<file path="src/rtl/led_snake_pattern_ctrl_pkg.sv">
// Shared constants, FSM state type and head arithmetic for the LED snake
// frame-set scheduler.
//
// Contents:
//   NUM_LEDS / HEAD_W  : LED chain length and head index width
//   COLOR_W / CH_W     : GRB word width and per-channel width
//   DIV_W              : width of the request-count divider
//   LED_OFF            : word driven to unlit LEDs
//   state_e            : IDLE / COMPOSE / ACK scheduler states
//   step_head()        : one head move in the selected direction
//   seg_dist()         : segment index of an LED relative to the head
package led_snake_pattern_ctrl_pkg;

  localparam int NUM_LEDS = 8;
  localparam int HEAD_W   = 3;
  localparam int COLOR_W  = 24;
  localparam int CH_W     = 8;
  localparam int DIV_W    = 8;

  localparam logic [COLOR_W-1:0] LED_OFF = '0;

  typedef enum logic [1:0] {
    ST_IDLE    = 2'd0,
    ST_COMPOSE = 2'd1,
    ST_ACK     = 2'd2
  } state_e;

  // The head index is exactly HEAD_W bits wide, so plain modular
  // arithmetic gives the 7->0 / 0->7 wrap for free.
  function automatic logic [HEAD_W-1:0] step_head(input logic [HEAD_W-1:0] head,
                                                  input logic              dir);
    return dir ? (head - HEAD_W'(1)) : (head + HEAD_W'(1));
  endfunction

  // Distance from the head to LED idx, measured along the tail.
  // dir=0 puts the tail at lower indices, dir=1 at higher indices.
  function automatic logic [HEAD_W-1:0] seg_dist(input logic [HEAD_W-1:0] head,
                                                 input logic [HEAD_W-1:0] idx,
                                                 input logic              dir);
    return dir ? (idx - head) : (head - idx);
  endfunction

endpackage

</file>
<file path="src/rtl/led_snake_pattern_ctrl_if.sv">
// Frame-set handshake between the WS2812 chain driver and the snake
// pattern scheduler.
//
// Signals:
//   new_frames_set_rqst : driver -> scheduler, rising edge requests a set
//   frames_set_ack      : scheduler -> driver, 1-cycle pulse, set is valid
//   led0..led7          : scheduler -> driver, 24-bit GRB words
// Modports:
//   master : driver side
//   slave  : scheduler side
interface led_snake_pattern_ctrl_if;
  import led_snake_pattern_ctrl_pkg::*;

  logic               new_frames_set_rqst;
  logic               frames_set_ack;
  logic [COLOR_W-1:0] led0;
  logic [COLOR_W-1:0] led1;
  logic [COLOR_W-1:0] led2;
  logic [COLOR_W-1:0] led3;
  logic [COLOR_W-1:0] led4;
  logic [COLOR_W-1:0] led5;
  logic [COLOR_W-1:0] led6;
  logic [COLOR_W-1:0] led7;

  modport master (
    output new_frames_set_rqst,
    input  frames_set_ack,
    input  led0, led1, led2, led3, led4, led5, led6, led7
  );

  modport slave (
    input  new_frames_set_rqst,
    output frames_set_ack,
    output led0, led1, led2, led3, led4, led5, led6, led7
  );

endinterface

</file>
<file path="src/rtl/led_snake_pattern_ctrl_segment_color.sv">
// Colour of one snake segment: combinational (color, k) -> 24-bit word.
//
// Build option: SNAKE_FADE_EN
//   defined     : each 8-bit channel of color is shifted right by k
//   not defined : every segment carries color unmodified
//
// Ports:
//   color_i : GRB colour of the head segment
//   k_i     : segment index, 0 = head
//   word_o  : GRB word for this segment
module led_snake_pattern_ctrl_segment_color
  import led_snake_pattern_ctrl_pkg::*;
(
  input  logic [COLOR_W-1:0] color_i,
  input  logic [HEAD_W-1:0]  k_i,
  output logic [COLOR_W-1:0] word_o
);

`ifdef SNAKE_FADE_EN
  // Logical shift per channel; k never exceeds 7 so a channel never
  // needs more than the 8-bit shifter.
  function automatic logic [CH_W-1:0] fade_ch(input logic [CH_W-1:0]   ch,
                                              input logic [HEAD_W-1:0] k);
    return ch >> k;
  endfunction

  assign word_o = {fade_ch(color_i[23:16], k_i),
                   fade_ch(color_i[15:8],  k_i),
                   fade_ch(color_i[7:0],   k_i)};
`else
  logic unused_k;

  assign unused_k = ^k_i;
  assign word_o   = color_i;
`endif

endmodule

</file>
<file path="src/rtl/led_snake_pattern_ctrl.sv">
// Frame-set scheduler for the 8-LED WS2812 chain driver. Each rising edge
// of the driver's request composes a new set of eight GRB words forming a
// moving snake of configurable colour, length, direction and speed, then
// pulses frames_set_ack for one cycle.
//
// Build option: SNAKE_FADE_EN (tail fade, see segment_color sub-module).
//
// Ports:
//   clk          : system clock, single domain
//   rstn         : synchronous active-low reset
//   bus          : slave side of the driver handshake (rqst, ack, led0..7)
//   enable       : 1 = draw snake, 0 = all LEDs off (request still acked)
//   dir          : 0 = head moves 0->7, 1 = head moves 7->0
//   step_div     : head advances once per step_div+1 requests
//   snake_len    : snake length is snake_len+1 LEDs
//   color        : GRB colour of the head segment
//   head_pos_dbg : current head index
module led_snake_pattern_ctrl
  import led_snake_pattern_ctrl_pkg::*;
(
  input  logic                     clk,
  input  logic                     rstn,
  led_snake_pattern_ctrl_if.slave  bus,
  input  logic                     enable,
  input  logic                     dir,
  input  logic [DIV_W-1:0]         step_div,
  input  logic [HEAD_W-1:0]        snake_len,
  input  logic [COLOR_W-1:0]       color,
  output logic [HEAD_W-1:0]        head_pos_dbg
);

  state_e             state_q;
  logic               rqst_q;
  logic               pending_q;
  logic               ack_q;
  logic [HEAD_W-1:0]  head_q;
  logic [DIV_W-1:0]   cnt_q;
  logic [COLOR_W-1:0] led_q [NUM_LEDS];

  logic               req_edge;
  logic [HEAD_W-1:0]  head_d;
  logic [DIV_W-1:0]   cnt_d;
  logic [HEAD_W-1:0]  seg_k  [NUM_LEDS];
  logic [COLOR_W-1:0] seg_w  [NUM_LEDS];
  logic [COLOR_W-1:0] led_d  [NUM_LEDS];

  assign req_edge = bus.new_frames_set_rqst & ~rqst_q;

  // Divider and head update; only committed in COMPOSE.
  always_comb begin
    head_d = head_q;
    cnt_d  = cnt_q;
    if (enable) begin
      if (cnt_q == step_div) begin
        cnt_d  = '0;
        head_d = step_head(head_q, dir);
      end else begin
        cnt_d = cnt_q + DIV_W'(1);
      end
    end
  end

  // Each LED works out which segment it would be from the new head; it is
  // lit only when that segment index lies within the snake.
  for (genvar i = 0; i < NUM_LEDS; i++) begin : g_led
    assign seg_k[i] = seg_dist(head_d, HEAD_W'(i), dir);

    led_snake_pattern_ctrl_segment_color u_seg (
      .color_i (color),
      .k_i     (seg_k[i]),
      .word_o  (seg_w[i])
    );

    assign led_d[i] = (enable && (seg_k[i] <= snake_len)) ? seg_w[i] : LED_OFF;
  end

  always_ff @(posedge clk) begin
    if (!rstn) begin
      state_q   <= ST_IDLE;
      rqst_q    <= 1'b0;
      pending_q <= 1'b0;
      ack_q     <= 1'b0;
      head_q    <= '0;
      cnt_q     <= '0;
      for (int i = 0; i < NUM_LEDS; i++) begin
        led_q[i] <= LED_OFF;
      end
    end else begin
      rqst_q <= bus.new_frames_set_rqst;
      ack_q  <= 1'b0;
      case (state_q)
        ST_IDLE: begin
          // A pending request and a fresh edge in the same cycle are
          // served by a single frame set.
          if (req_edge || pending_q) begin
            state_q   <= ST_COMPOSE;
            pending_q <= 1'b0;
          end
        end
        ST_COMPOSE: begin
          if (req_edge) begin
            pending_q <= 1'b1;
          end
          head_q <= head_d;
          cnt_q  <= cnt_d;
          for (int i = 0; i < NUM_LEDS; i++) begin
            led_q[i] <= led_d[i];
          end
          // Ack is registered here so it rises together with the new words.
          ack_q   <= 1'b1;
          state_q <= ST_ACK;
        end
        ST_ACK: begin
          if (req_edge) begin
            pending_q <= 1'b1;
          end
          state_q <= ST_IDLE;
        end
        default: begin
          state_q <= ST_IDLE;
        end
      endcase
    end
  end

  assign bus.frames_set_ack = ack_q;
  assign bus.led0           = led_q[0];
  assign bus.led1           = led_q[1];
  assign bus.led2           = led_q[2];
  assign bus.led3           = led_q[3];
  assign bus.led4           = led_q[4];
  assign bus.led5           = led_q[5];
  assign bus.led6           = led_q[6];
  assign bus.led7           = led_q[7];
  assign head_pos_dbg       = head_q;

endmodule
</file>
<file path="src/flat_wrapper.sv">
// flat-port wrapper written by rule: the top's interface ports become plain ports
module led_snake_pattern_ctrl_flat import led_snake_pattern_ctrl_pkg::*;
  (clk, rstn, enable, dir, step_div, snake_len, color, head_pos_dbg, bus_new_frames_set_rqst, bus_frames_set_ack, bus_led0, bus_led1, bus_led2, bus_led3, bus_led4, bus_led5, bus_led6, bus_led7);
  led_snake_pattern_ctrl_if bus_i ();
  input  logic clk;
  input  logic rstn;
  input  logic enable;
  input  logic dir;
  input  logic [DIV_W-1:0] step_div;
  input  logic [HEAD_W-1:0] snake_len;
  input  logic [COLOR_W-1:0] color;
  output logic [HEAD_W-1:0] head_pos_dbg;
  input wire logic [$bits(bus_i.new_frames_set_rqst)-1:0] bus_new_frames_set_rqst;
  output wire logic [$bits(bus_i.frames_set_ack)-1:0] bus_frames_set_ack;
  output wire logic [$bits(bus_i.led0)-1:0] bus_led0;
  output wire logic [$bits(bus_i.led1)-1:0] bus_led1;
  output wire logic [$bits(bus_i.led2)-1:0] bus_led2;
  output wire logic [$bits(bus_i.led3)-1:0] bus_led3;
  output wire logic [$bits(bus_i.led4)-1:0] bus_led4;
  output wire logic [$bits(bus_i.led5)-1:0] bus_led5;
  output wire logic [$bits(bus_i.led6)-1:0] bus_led6;
  output wire logic [$bits(bus_i.led7)-1:0] bus_led7;
  assign bus_i.new_frames_set_rqst = bus_new_frames_set_rqst;
  assign bus_frames_set_ack = bus_i.frames_set_ack;
  assign bus_led0 = bus_i.led0;
  assign bus_led1 = bus_i.led1;
  assign bus_led2 = bus_i.led2;
  assign bus_led3 = bus_i.led3;
  assign bus_led4 = bus_i.led4;
  assign bus_led5 = bus_i.led5;
  assign bus_led6 = bus_i.led6;
  assign bus_led7 = bus_i.led7;
  led_snake_pattern_ctrl u_core (.clk(clk), .rstn(rstn), .bus(bus_i), .enable(enable), .dir(dir), .step_div(step_div), .snake_len(snake_len), .color(color), .head_pos_dbg(head_pos_dbg));
endmodule
</file>
<file path="config.mk">
export PLATFORM = sky130hd
export DESIGN_NAME = led_snake_pattern_ctrl_flat
export DESIGN_NICKNAME = d
export VERILOG_FILES = /design/src/rtl/led_snake_pattern_ctrl_pkg.sv /design/src/rtl/led_snake_pattern_ctrl_if.sv /design/src/rtl/led_snake_pattern_ctrl_segment_color.sv /design/src/rtl/led_snake_pattern_ctrl.sv /design/src/flat_wrapper.sv
export SDC_FILE = /design/constraint.sdc
export NUM_CORES = 1
export LEC_CHECK = 0
export BUFFER_PORTS_ARGS = -buffer_cell sky130_fd_sc_hd__buf_4
export CAP_MARGIN = 20
export CORE_UTILIZATION = 54
export CTS_BUF_LIST = sky130_fd_sc_hd__clkbuf_16
export CTS_CLUSTER_DIAMETER = 120
export DETAILED_ROUTE_END_ITERATION = 8
export HOLD_SLACK_MARGIN = 0.1
export PLACE_DENSITY = 0.8
export SETUP_SLACK_MARGIN = 0.05
export SYNTH_ARGS = -nofsm -noshare
export SYNTH_HDL_FRONTEND = slang
export SYNTH_HIERARCHICAL = 1
export SYNTH_SLANG_ARGS = --single-unit
</file>
<file path="constraint.sdc">
create_clock -name clk -period 7.83 [get_ports clk]
set_input_delay 0.783 -clock clk [delete_from_list [all_inputs] [get_ports clk]]
set_output_delay 0.783 -clock clk [all_outputs]
set_load 0.02 [all_outputs]
</file>
-- After elaboration in Yosys (flattened, before gate mapping)
Memories as Yosys holds them, arrays and structs flattened.
Cells that the tools add are included.
- word-level logic and storage cells: 99
- memories: 1
- bits in writable memories: 192
- bits in registers: 16
- output and inout bits: 196
- input port bits: 40
- reduce and logical (&&, ||, !) cells: 14
- eq/ne operators: 5
- order comparisons: 8
- bitwise operators: 10
- $add $sub $neg: 18
- mux-type cells: 37
- memory list (memory ; depth ; bits a word ; rd ports ; clocked after memory_dff ; write ports ; RTL line ; source):
    u_core.led_q ; 8 ; 24 ; 8 ; 0 ; 8 ; led_snake_pattern_ctrl.sv:38 ; logic [COLOR_W-1:0] led_q [NUM_LEDS];
- operators with widths (kind ; count):
    two-way mux 24 bit ; 16
    two-way mux 3 bit ; 11
    <= comparator 3 bit ; 8
    subtractor 3 bit, first input constant ; 4
    subtractor 3 bit, second input constant ; 4
    adder 8 x 1 -> 8 bit, second input constant ; 1
    == test 8 bit ; 1
    logical AND 1 bit ; 8
    two-way mux 8 bit ; 1
    OR 1 bit ; 8
    two-way mux 1 bit ; 6
    subtractor 1 x 3 -> 3 bit, first input constant ; 2
    subtractor 2 x 3 -> 3 bit, first input constant ; 2
    subtractor 3 x 1 -> 3 bit, second input constant ; 2
    subtractor 3 x 2 -> 3 bit, second input constant ; 2
    inequality test 2 x 1 -> 1 bit, second input constant ; 2
    case mux 2 bit (2 select lines) ; 1
    adder 3 x 1 -> 3 bit, second input constant ; 1
    AND reduction 3 bit ; 1
    == test 2 x 1 -> 1 bit, second input constant ; 1
    == test 2 bit, second input constant ; 1
    zero test 2 bit ; 1
    two-way mux 2 bit ; 1
    case mux 1 bit (2 select lines) ; 1
    6 further kinds ; 6

-- Logic depth before layout (Yosys ltp)
- word-level depth: 10
- mapped depth: 17
- mapped depth without buffers: 15

-- Modules after synthesis
The synthesis kept the hierarchy.
- modules (own cells, without submodules) (module ; cells an instance ; sequential area each (µm²) ; area an instance (µm²) ; instances):
    led_snake_pattern_ctrl ; 595 ; 6085.8 ; 8622.0 ; 1
    led_snake_pattern_ctrl_segment_color ; 24 ; 0.0 ; 180.2 ; 8

-- Least setup slack after synthesis
No wires, ideal clock.
- path kind: register to register
- start: register u_core.state_q[1]
- end: memory u_core.led_q[0][0], enable pin
- clock period less this slack: 5.858 ns
- arrival: 5.271 ns
- setup time: 0.587 ns
- data required time: 7.243 ns
- path buffers: 0
- cell stages (with the launch flop): 4
- slack: 1.972 ns
- cell sequence: dfxtp_1 -> inv_1 -> ha_1 -> nand2b_1
- RTL lines (item ; RTL line ; source):
    start: declaration ; led_snake_pattern_ctrl.sv:32 ; state_e state_q;
    start signal: assignment ; led_snake_pattern_ctrl.sv:79 ; state_q <= ST_IDLE;
    start signal: assignment ; led_snake_pattern_ctrl.sv:96 ; state_q <= ST_COMPOSE;
    start signal: assignment ; led_snake_pattern_ctrl.sv:111 ; state_q <= ST_ACK;
    end: declaration ; led_snake_pattern_ctrl.sv:38 ;

==> results.md <==
* Fmax achieved at 212.6 MHz
* Overall routing resource usage at 21.26%
* Comb pwr share at 21.7%
* Share of power burned in registers at 45.2%
* Area grow syn2layout at 14.05%
* Residual DRC at 51
* Clock H-tree levels at 1
* # setup viols final at 0
* Required time of the worst setup path at 8.19 ns
* Slew margin rel. at 25.88%
* Worst hold path type: reg -> reg
* Initial core utilization at 55.62%
* Final wirelength at 20610 microns
* Post-DP HPWL at 13430 microns
* Commonest non-fill, non-tap cell in the layout: buf_4
* Placed Area at 10670 sq um
* CTS tree: built
* Cts repair resizes at 0
* Clk sinks at 208
* Gpl congestion at 0.7913
* Tcrit/Tclk final at 60.07%
* Clock power share at 33.2%
* Crit path capture type: flop
* Largest fanout on the critical path at 13
* Slew @ Worst Pin at 1.112 ns
* Pwr/cell area at 289.2 nW/um^2
* First-pass GRT wire length at 31320 microns
* Initial drt markers at 340
* Worst vdd ir at 0.0002097 V
* Worst Skew at 0.007133 ns
* Vias in the first global route at 5505
* Initial DRT Pass Iterations at 6
* Status: complete, but fails checks
* Detail Route Antenna Nets at 0
* WP data arrival at 5.07 ns
* I/O pin count at 236
* Fin crit period at 4.704 ns
* CTS Hold Buffers Added at 0
* Hold Vio Cnt, Final at 0
* NumNets Final at 902
* Full die area at 19180 sq um
* Failing checks: design-rule violations
* Clk_lat worst skew at 0.50 ns
* Die Wd at 138.5 microns
* Final instance area at 11470 sq um
* RSZ-0062 raised after global routing: false
* Via-to-Cell Ratio at 4.983
* Antenna cells at 0
* Initial antenna violation count at 0
* CTS root buf: clkbuf_16
* CTS max path bufs at 3
* Mapped Nets at 847
* Final setup margin at 3.126 ns
* Setup crit start kind: input pin
* Die height at 138.5 microns
* Critical path type: in -> reg
* Synth warnings at 6
* Int Pwr at 2.376 mW
* Final Util at 63.44%
* Reg clk slew, reported paths at 0.06 ns
* Vias at 5412
* Switching Share at 28.37%
* Largest net degree at the start of global routing at 86
* Lkg Pwr at 4.920 nW
* Grt total ovfl at 0
* Sum Neg Setup Slack at 0 ns
* Ratio of cells with drive above 1 in the final layout at 34.31%
* Syn Std Cell Area at 10060 sq um
* Pre-CTS setup slack at 2.603 ns
* PortBufs at 235
* FP Rows at 49
* Mean area per synthesized cell at 12.80 sq um
* Core area at 18090 sq um
* Post-Synthesis Cells at 786
* TritonCTS Buffers at 23
* Sw Pwr at 0.9414 mW
* Filler cells at 1327
* Most frequent cells in the layout: buf_4, and2_1, edfxtp_1, clkbuf_16, xnor2_1
* Post-DR wirelength/cell at 18.98 microns
* Final Max Tran Viols at 0
* Max_cap viols at 0
* Post-CTS setup buffer count at 0
## critical path, stage by stage
cell and delay [ns]:
buf_4 0.11, xnor2_1 0.17, nand4_2 0.17, nor3_2 0.75, mux2i_1 0.37, inv_1 0.12
ha_1 0.27, nor2_1 0.16, o21ai_0 0.14, mux2i_1 0.16, a21oi_1 0.06, ha_1 0.32
a21o_1 0.18, a21o_1 0.18, a21oi_2 0.61, buf_4 0.34, and2_1 0.16
## final timing paths
check	start	to	slack, ns	depth (start not counted)
max reg2reg	u_core/cnt_q[4]	u_core/led_q[0][47]	3.13	16
min	u_core/pending_q	u_core/pending_q	0.50	2
max	step_div[5]	u_core/led_q[0][47]	3.13	17
min reg2reg	u_core/pending_q	u_core/pending_q	0.50	2
## metrics by stage
step	hold WS, ns	instances	total power [mW]
after CTS	0.5003	1084	3.345
final	0.4998	1086	3.318
after detailed placement	0.4764	1043	2.241
after global routing	0.5081	1086	3.431
after floorplan	0.4555	786	1.980
after global placement	0.4654	1043	2.221
## power groups by stage
stage | Sequential [mW] | Clock [mW] | Combinational, mW
2_1_floorplan | 1.78 | 0 | 0.203
3_3_place_gp | 1.52 | 0 | 0.704
3_5_place_dp | 1.52 | 0 | 0.720
4_1_cts | 1.50 | 1.12 | 0.723
5_1_grt | 1.52 | 1.16 | 0.756
6_report | 1.50 | 1.10 | 0.719
## cell type report
type                            instances  area (sq um)  area share [%]
Clock buffer                           23         575.6           5.016
Sequential cell                       208          6086           53.04
Inverter                               13         48.80          0.4253
Multi-Input combinational cell        350          2426           21.15
Clock inverter                         18         200.2           1.745
Tap cell                              229         286.5           2.497
Timing Repair Buffer                  245          1851           16.13
## registers in the layout, summed over array words and instances (netlist names)
register / cells
u_core/rqst_q: 1
u_core/pending_q: 1
u_core/bus.frames_set_ack: 1
u_core/state_q: 2
u_core/head_pos_dbg: 3
u_core/cnt_q: 8
u_core/led_q: 192
## layer usage
metal / part of all wire [%] / wire, microns / global-route usage (%) / vias up
met2: 48 / 9866 / 35.85 / 232
met3: 8.0 / 1652 / 5.646 / 37
met5: 0 / 0 / 0 / -
li1: - / - / - / 2560
met4: 2.4 / 487 / 6.091 / 0
met1: 42 / 8607 / 27.04 / 2583
(Power assumes the default switching activity.)
